### src/rtl/rx_disp_pkg.sv
// Shared types and defaults for the UART-to-hex-display scheduler.
package rx_disp_pkg;

  typedef enum logic [1:0] {
    IDLE,
    SHOW,
    GAP
  } state_t;

  localparam int unsigned DEF_DWELL_CYCLES = 50_000_000;
  localparam int unsigned DEF_GAP_CYCLES   = 5_000_000;

  // Bits needed for a down-counter that starts at max_val.
  function automatic int unsigned rx_disp_cnt_w(input int unsigned max_val);
    return $clog2(max_val + 1);
  endfunction

endpackage

### src/rtl/rx_disp_fifo.sv
// DEPTH x 7-bit synchronous FIFO; dout shows the head entry, and a push into a full FIFO is accepted when a pop occurs in the same cycle.
module rx_disp_fifo #(
  parameter int unsigned DEPTH = 4
) (
  input  logic                     clock,
  input  logic                     reset,
  input  logic                     push,
  input  logic                     pop,
  input  logic [6:0]               din,
  output logic [6:0]               dout,
  output logic [$clog2(DEPTH):0]   count,
  output logic                     full,
  output logic                     empty
);

  localparam int unsigned AW = $clog2(DEPTH);
  localparam int unsigned CW = AW + 1;

  logic [6:0]    r_mem [DEPTH];
  logic [AW-1:0] r_wr;
  logic [AW-1:0] r_rd;
  logic [CW-1:0] r_count;
  logic          w_push_ok;
  logic          w_pop_ok;

  assign full      = (r_count == CW'(DEPTH));
  assign empty     = (r_count == '0);
  assign w_pop_ok  = pop && !empty;
  assign w_push_ok = push && (!full || w_pop_ok);
  assign dout      = r_mem[r_rd];
  assign count     = r_count;

  always_ff @(posedge clock) begin
    if (w_push_ok) r_mem[r_wr] <= din;
  end

  always_ff @(posedge clock or posedge reset) begin
    if (reset) begin
      r_wr    <= '0;
      r_rd    <= '0;
      r_count <= '0;
    end else begin
      if (w_push_ok) r_wr <= r_wr + AW'(1);
      if (w_pop_ok)  r_rd <= r_rd + AW'(1);
      case ({w_push_ok, w_pop_ok})
        2'b10:   r_count <= r_count + CW'(1);
        2'b01:   r_count <= r_count - CW'(1);
        default: r_count <= r_count;
      endcase
    end
  end

endmodule

### src/rtl/rx_display_scheduler.sv
// Buffers received characters and shows each for DWELL_CYCLES, then blanks for GAP_CYCLES.
module rx_display_scheduler
  import rx_disp_pkg::*;
#(
  parameter int unsigned DEPTH        = 4,
  parameter int unsigned DWELL_CYCLES = DEF_DWELL_CYCLES,
  parameter int unsigned GAP_CYCLES   = DEF_GAP_CYCLES,
  parameter int unsigned CNT_W        = rx_disp_cnt_w(DEF_DWELL_CYCLES)
) (
  input  logic                   clock,
  input  logic                   reset,
  input  logic                   rx_valid,
  input  logic [6:0]             rx_data,
  input  logic                   hold,
  input  logic                   clear_overflow,
  output logic [6:0]             data_out,
  output logic                   display_en,
  output logic [$clog2(DEPTH):0] fifo_count,
  output logic                   busy,
  output logic                   overflow
);

  localparam logic [CNT_W-1:0] DWELL_LD = CNT_W'(DWELL_CYCLES - 1);
  localparam logic [CNT_W-1:0] GAP_LD   = CNT_W'(GAP_CYCLES - 1);

  state_t                 r_state;
  logic [CNT_W-1:0]       r_cnt;
  logic [6:0]             r_data;
  logic                   r_en;
  logic                   r_ovf;

  logic [6:0]             w_dout;
  logic [$clog2(DEPTH):0] w_count;
  logic                   w_full;
  logic                   w_empty;
  logic                   w_cnt_zero;
  logic                   w_pop;
  logic                   w_drop;

  rx_disp_fifo #(.DEPTH(DEPTH)) u_fifo (
    .clock (clock),
    .reset (reset),
    .push  (rx_valid),
    .pop   (w_pop),
    .din   (rx_data),
    .dout  (w_dout),
    .count (w_count),
    .full  (w_full),
    .empty (w_empty)
  );

  assign w_cnt_zero = (r_cnt == '0);
  // Pop exactly on the edges that enter SHOW.
  assign w_pop  = !w_empty &&
                  ((r_state == IDLE) || (r_state == GAP && !hold && w_cnt_zero));
  assign w_drop = rx_valid && w_full && !w_pop;

  assign data_out   = r_data;
  assign display_en = r_en;
  assign fifo_count = w_count;
  assign overflow   = r_ovf;
  assign busy       = (r_state != IDLE) || (w_count != '0);

  always_ff @(posedge clock or posedge reset) begin
    if (reset) begin
      r_state <= IDLE;
      r_cnt   <= '0;
      r_data  <= '0;
      r_en    <= 1'b0;
      r_ovf   <= 1'b0;
    end else begin
      if (w_drop)              r_ovf <= 1'b1;
      else if (clear_overflow) r_ovf <= 1'b0;

      case (r_state)
        IDLE: begin
          if (w_pop) begin
            r_data  <= w_dout;
            r_cnt   <= DWELL_LD;
            r_en    <= 1'b1;
            r_state <= SHOW;
          end
        end
        SHOW: begin
          if (!hold) begin
            if (w_cnt_zero) begin
              r_cnt   <= GAP_LD;
              r_en    <= 1'b0;
              r_state <= GAP;
            end else begin
              r_cnt <= r_cnt - CNT_W'(1);
            end
          end
        end
        GAP: begin
          if (!hold) begin
            if (w_cnt_zero) begin
              if (w_pop) begin
                r_data  <= w_dout;
                r_cnt   <= DWELL_LD;
                r_en    <= 1'b1;
                r_state <= SHOW;
              end else begin
                r_state <= IDLE;
              end
            end else begin
              r_cnt <= r_cnt - CNT_W'(1);
            end
          end
        end
        default: begin
          r_en    <= 1'b0;
          r_state <= IDLE;
        end
      endcase
    end
  end

endmodule

### config.mk
export PLATFORM = sky130hd
export DESIGN_NAME = rx_display_scheduler
export DESIGN_NICKNAME = d
export VERILOG_FILES = /design/src/rtl/rx_disp_pkg.sv /design/src/rtl/rx_disp_fifo.sv /design/src/rtl/rx_display_scheduler.sv
export SDC_FILE = /design/constraint.sdc
export NUM_CORES = 1
export LEC_CHECK = 0
export BUFFER_PORTS_ARGS = -buffer_cell sky130_fd_sc_hd__buf_2
export CORE_UTILIZATION = 52
export DETAILED_ROUTE_END_ITERATION = 7
export GPL_ROUTABILITY_DRIVEN = 0
export PLACE_DENSITY_LB_ADDON = 0.15
export SLEW_MARGIN = 40
export SYNTH_ARGS = -nofsm -noshare
export SYNTH_HDL_FRONTEND = slang
export SYNTH_SLANG_ARGS = --single-unit
### constraint.sdc
create_clock -name clock -period 2.4 [get_ports clock]
set_input_delay 0.12 -clock clock [delete_from_list [all_inputs] [get_ports clock]]
set_output_delay 0.12 -clock clock [all_outputs]
set_load 0.005 [all_outputs]
==> results of run 1 <==
cell families after synthesis:
family                   share of synthesized area [%]
adder cells (fa/ha/maj)                          3.576
AO/OA/AOI/OAI                                    16.37
multiplexers                                     8.015
XOR/XNOR                                         1.942
buffers and inverters                            3.853
flip-flops                                       47.84
AND/OR/NAND/NOR                                  18.40
worst register-to-register path: stages, from the launching register on:
cell	delay, ns
dfrtp_1	0.40
inv_2	0.08
ha_4	0.11
or4b_4	0.49
or3_4	0.39
buf_12	0.15
nor2_4	0.20
buf_6	0.14
buf_6	0.12
buf_4	0.10
o32ai_1	0.08
o2bb2ai_1	0.15
registers in the layout (all words and copies together) (netlist names):
signal	count
display_en	1
data_out	7
u_fifo.r_wr	2
r_cnt	26
u_fifo.r_mem	28
u_fifo.r_rd	2
u_fifo.count	3
r_state	2
overflow	1
timing repair:
item	in CTS	in global routing
pin swaps	1	18
resized for setup	5	39
setup endpoints to repair	53	62
setup buffers	1	7
hold endpoints to repair	73	0
hold buffers	9	0
routing by layer:
layer	up-vias	wire length (microns)	GRT usage [%]
met5	-	0	0
met1	1682	4695	37.27
li1	1595	-	-
met2	139	4863	41.41
met3	34	618	5.135
met4	0	265	8.602
layout make-up:
type / instances / area [sq um]
sequential: 72 / 1942
fill: 496 / 2088
inverter: 20 / 77.57
multi-input combinational: 263 / 2126
clock buffer: 9 / 123.9
clock inverter: 7 / 61.31
timing repair buffer: 108 / 865.8
tap: 99 / 123.9
cells in the mapped netlist, types with 6 or more instances:
cell type | count | area (sq um)
nor2_1 | 34 | 127.6
nor3_1 | 11 | 55.05
inv_1 | 20 | 75.07
xnor2_1 | 8 | 70.07
o21ai_1 | 17 | 85.08
ha_1 | 10 | 125.1
a21oi_1 | 23 | 115.1
dfrtp_1 | 44 | 1101
and3_1 | 6 | 37.54
mux2_4 | 7 | 105.1
o211ai_1 | 7 | 52.55
edfxtp_1 | 28 | 840.8
nand2_1 | 23 | 86.33
o22ai_1 | 7 | 43.79
mux4_2 | 7 | 157.7
layout by cell type (no fill, tap or decap), types with 8 or more instances in the layout:
| cell | netlist | routed |
|---|---|---|
| a21oi_1 | 23 | 19 |
| dfrtp_1 | 44 | 44 |
| edfxtp_1 | 28 | 28 |
| nor2_1 | 34 | 31 |
| inv_1 | 20 | 17 |
| o21ai_1 | 17 | 14 |
| buf_4 | 2 | 62 |
| nor3_1 | 11 | 10 |
| nand2_1 | 23 | 21 |
| buf_2 | 5 | 24 |
| buf_6 | 2 | 8 |
| dlygate4sd3_1 | 0 | 9 |
| clkbuf_8 | 0 | 9 |
| xnor2_1 | 8 | 8 |
per-stage QoR:
step	setup slack [ns]	area (sq um)	cells	setup TNS, ns
final	-0.08938	5320	578	-0.4867
after global routing	-0.1529	5320	578	-5.548
after CTS	-0.02633	5105	571	-0.03132
after floorplan	-0.1175	4069	369	-0.2152
after global placement	-0.1004	4797	545	-1.330
after detailed placement	-0.1354	4800	545	-2.717
power by group:
group / switching, uW / internal, uW / leakage (uW)
logic: 774 / 747 / 0.00135
clock network: 528 / 394 / 0.0000888
registers: 157 / 1520 / 0.000814
final timing paths:
| path | start | to | slack (ns) | cells after the start |
|---|---|---|---|---|
| worst max-delay path | r_cnt[1] | r_cnt[8] | -0.09 | 11 |
| worst max register to register | r_cnt[1] | r_cnt[8] | -0.09 | 11 |
| max in group asynchronous | reset | data_out[4] | 1.65 | 3 |
| worst min-delay path | rx_valid | overflow | 0.11 | 3 |
| worst min register to register | data_out[3] | data_out[3] | 0.51 | 1 |
| min in group asynchronous | reset | data_out[0] | 0.36 | 3 |
==> impl_results.md, run 1 <==
* GRT Util Overall at 26.49%
* Netlist cell types at 73
* Diode count at 0
* Worst-margin pin slew at 0.5607 ns
* Synthesized instance count at 369
* P&R area growth vs syn at 31.07%
* Worst skew pair latency at 0.36 ns
* Ys async rst share at 61.11%
* # port buffers at 24
* DRT Pass-1 Iters at 6
* Status: complete, but fails checks
* Post-synth EDFFs at 28
* Root Buffer: clkbuf_8
* Clock Sinks at 72
* Mapped cell area at 4059 sq um
* Critical-path maximum fanout at 5
* Die Ht at 90.35 microns
* H-tree Lvls at 3
* DRC at 0
* Vias in the first global route at 3345
* Syn Area/Cell at 11.00 sq um
* Post-DR wirelength/cell at 18.07 microns
* Hold Slack at 0.1102 ns
* Initial antenna violation count at 0
* Sequential share of the synthesized area at 47.84%
* Max clock buf depth at 2
* Worst min-delay path class: in2reg
* RSZ-0062 raised after global routing: true
* Post-DP HPWL at 7.309 mm
* Number of CTS-inserted buffers at 9
* I/O pin cnt at 25
* Min Clock Period, post-route at 2.489 ns
* Net Count, Synth at 392
* Worst slew margin at 62.62%
* Top_reg_cell synth: dfrtp_1
* CP max stage delay at 0.49 ns
* Iter 0 DRT Violations at 283
* Clk pin slew, worst setup/hold paths at 0.09 ns
* CP top delay family: simple AND/OR/NAND/NOR gates
* Critical path's most frequent cell: buf_6
* Worst-case vdd ir drop at 0.5329 mV
* Maximum Capacitance Violations at 0
* WS Path Type: reg2reg
* Utilization after layout at 71.81%
* CTS tree: built
* Failing checks: negative setup slack
* Endpoint class of the critical path: flop
* Pwr Total at 4124 uW
* Row cnt at 31
* Period utilization at 103.7%
* Highest Clock Rate at 0.4017 GHz
* Final setup viols at 12
* Req. time, crit path at 2.69 ns
* Largest net degree at the start of global routing at 45
* Vias post-DR at 3450
* Final net count at 497
* Core area at 7408 sq um
* Yosys reg bits at 72
* First-pass GRT wire length at 16.73 mm
* Crit path DAT at 2.78 ns
* Synth warn at 0
* Total gr overflow at 0
* Total die area at 8163 sq um
* Worst path cell trace: inv_2 -> ha_4 -> or4b_4 -> or3_4 -> buf_12 -> nor2_4 -> buf_6 -> buf_6 -> buf_4 -> o32ai_1 -> o2bb2ai_1
* Detailed Route WL at 10.44 mm
* Slowest cell on crit path: or4b_4
* Share of cells above drive strength 1 at 38.20%
* Pwr Density at 775.2 nW/um^2
* Static Leak at 0.002254 uW
* Buf/Inv on CP at 5
* Fin. max-slew vios at 0
* Antenna viol nets, final at 0
* Fin worst setup slack at -0.08938 ns
* Clk_skew at 0.01496 ns
* Crit start category: flop
* Via density per instance at 5.969
* Starting Density at 54.79%
* Chip width at 90.35 microns
* Fin. Hold Viols at 0
(Power assumes the default switching activity.)
==> run 2, diff against run 1 <==
- SETUP_SLACK_MARGIN: default -> 0.02
==> run 2 against run 1 <==
The flow still finishes with violations (negative setup slack). Total power rose by 0.73%. Setup slack got worse by 0.0023 ns. Via count fell by 0.84%. Register-to-register slack barely moved. Critical path type unchanged. Critical endpoint is now r_cnt[19]. Highest routed layer unchanged.
==> impl_results.md, run 2 (synthesized netlist as in run 1, its figures left out) <==
* Worst slew margin at 63.43% (+0.81 points)
* CP top delay family: simple AND/OR/NAND/NOR gates
* Worst min-delay path class: in2reg
* Largest net degree at the start of global routing at 45 (unchanged)
* Most frequent cells in the layout: 59 x buf_4, 44 x dfrtp_1, 30 x nor2_1
* Flop-to-flop setup slack at -0.09 ns (about the same)
* Post-DP HPWL at 7.309 mm (unchanged)
* Worst-margin pin slew at 0.5409 ns (-0.01984 ns)
* Post-DR wirelength/cell at 18.27 microns (+1.1%)
* Highest Clock Rate at 0.4013 GHz (about the same)
* Core area at 7408 sq um (unchanged)
* Via density per instance at 5.898 (-1.2%)
* GRT Util Overall at 26.62% (+0.13 points)
* Antenna viol nets, final at 0 (unchanged)
* Status: complete, but fails checks
* Number of CTS-inserted buffers at 9 (unchanged)
* RSZ-0062 raised after global routing: true
* FF-to-FF Start: r_cnt[8]
* Total die area at 8163 sq um (unchanged)
* Clk_skew at 0.01361 ns (-0.001354 ns)
* Crit start category: flop
* Critical-path maximum fanout at 7 (+2)
* Detailed Route WL at 10.60 mm (+1.5%)
* Root Buffer: clkbuf_8
* Share of cells above drive strength 1 at 39.09% (+0.88 points)
* Vias post-DR at 3421 (-0.84%)
* Non-filler cells, final at 580 (+0.35%)
* Row cnt at 31 (unchanged)
* Min Clock Period, post-route at 2.492 ns (+0.002280 ns)
* Die Ht at 90.35 microns (unchanged)
* Max reg flops at 28 (unchanged)
* Worst skew pair latency at 0.36 ns (about the same)
* Crit. Startpoint: r_cnt[8]
* Crit path DAT at 2.74 ns (-0.04 ns)
* WS Path Type: reg2reg
* Iter 0 DRT Violations at 314 (+11%)
* Period utilization at 103.8% (about the same)
* Chip width at 90.35 microns (unchanged)
* Static Leak at 0.002270 uW (+0.75%)
* Clock Sinks at 72 (unchanged)
* Max clock buf depth at 2 (unchanged)
* Initial antenna violation count at 0 (unchanged)
* Commonest non-fill, non-tap cell in the layout: buf_4
* Maximum Capacitance Violations at 0 (unchanged)
* P&R area growth vs syn at 32.40%
* Hold Slack at 0.1094 ns (-0.0007820 ns)
* Hold wc startpoint: rx_valid
* Slowest cell on crit path: dfrtp_1
* Pwr Density at 773.1 nW/um^2 (-0.28%)
* Fin worst setup slack at -0.09166 ns (-0.002280 ns)
* Placed cells at 545 (unchanged)
* Pwr Total at 4155 uW (+0.73%)
* I/O pin cnt at 25 (unchanged)
* Req. time, crit path at 2.64 ns (-0.05 ns)
* Worst-case vdd ir drop at 0.5389 mV (+1.1%)
* Endpoint class of the critical path: flop
* CP max stage delay at 0.43 ns (-0.06 ns)
* Vias in the first global route at 3360 (+0.45%)
* Total gr overflow at 0 (unchanged)
* Worst path cell trace: nor4_4 -> buf_4 -> and4_1 -> nand2_1 -> buf_4 -> mux2i_1 -> nor2_1 -> o311a_1
* # port buffers at 24 (unchanged)
* Clk pin slew, worst setup/hold paths at 0.09 ns (about the same)
* Diode count at 0 (unchanged)
* DRC at 0 (unchanged)
* H-tree Lvls at 3 (unchanged)
* First-pass GRT wire length at 16.80 mm (+0.45%)
* Setup WS pre-CTS at -0.1354 ns (unchanged)
* Top reg by flops: u_fifo.r_mem
* Failing checks: negative setup slack
* Fin. Hold Viols at 0 (unchanged)
* CTS tree: built
* Fin. max-slew vios at 0 (unchanged)
* Starting Density at 54.79% (unchanged)
* Setup tns final at -0.5117 ns (-0.02500 ns)
* Final net count at 499 (+0.40%)
* Final setup viols at 14 (+2)
* Critical path's most frequent cell: buf_4
* DRT Pass-1 Iters at 6 (unchanged)
* Buf/Inv on CP at 2 (-3)
## run 2: cell count changes in the layout (fill, tap and decap cells not counted)
cell | before | now
o32ai_2 | 0 | 1
nor2_1 | 31 | 30
buf_6 | 8 | 13
o32ai_1 | 2 | 1
buf_4 | 62 | 59
nor2_2 | 0 | 2
nor4_4 | 2 | 3
nor2_4 | 5 | 4
nor4_1 | 4 | 3
## run 2: stage by stage
stage / utilization [%] / instance area, sq um
3_3_place_gp: 64.75 / 4797
3_5_place_dp: 64.79 / 4800
4_1_cts: 69.50 / 5149
2_1_floorplan: - / 4069
6_report: 72.54 / 5374
5_1_grt: 72.54 / 5374
## run 2: power breakdown
part | internal, uW | switching (uW)
combinational | 758 | 793
clock | 394 | 527
sequential | 1520 | 158
total | 2680 | 1480
## run 2: layout make-up
type / count / area [sq um]
sequential: 72 / 1942
inverter: 20 / 77.57
fill: 491 / 2034
clock buffer: 9 / 123.9
clock inverter: 7 / 61.31
timing repair buffer: 110 / 899.6
multi-input combinational: 263 / 2146
tap: 99 / 123.9
## run 2: what timing repair did
action / in CTS / in global routing
setup buffers: 5 / 5
pin swaps: 2 / 15
hold buffers: 9 / 0
endpoints found under the hold margin: 73 / 0
setup endpoints to repair: 58 / 66
gates resized for setup: 7 / 45
## run 2: worst paths after layout
check,endpoint,cells after the start
worst min register to register,data_out[3],1
worst min-delay path,overflow,3
worst max register to register,r_cnt[19],8
min in group asynchronous,data_out[2],3
max in group asynchronous,data_out[6],3
worst max-delay path,r_cnt[19],8
## run 2: per-layer routing
metal / up-vias / wire [microns] / global-route usage, %
li1: 1606 / - / -
met3: 32 / 661 / 5.135
met2: 150 / 4994 / 41.48
met5: - / 0 / 0
met1: 1633 / 4665 / 37.49
met4: 0 / 275 / 8.871
## run 2: tightest hold or removal path, delay by kind of cell
family	cells	cell delay [ns]
buf+inv	2	0.24
compound gates	1	0.07
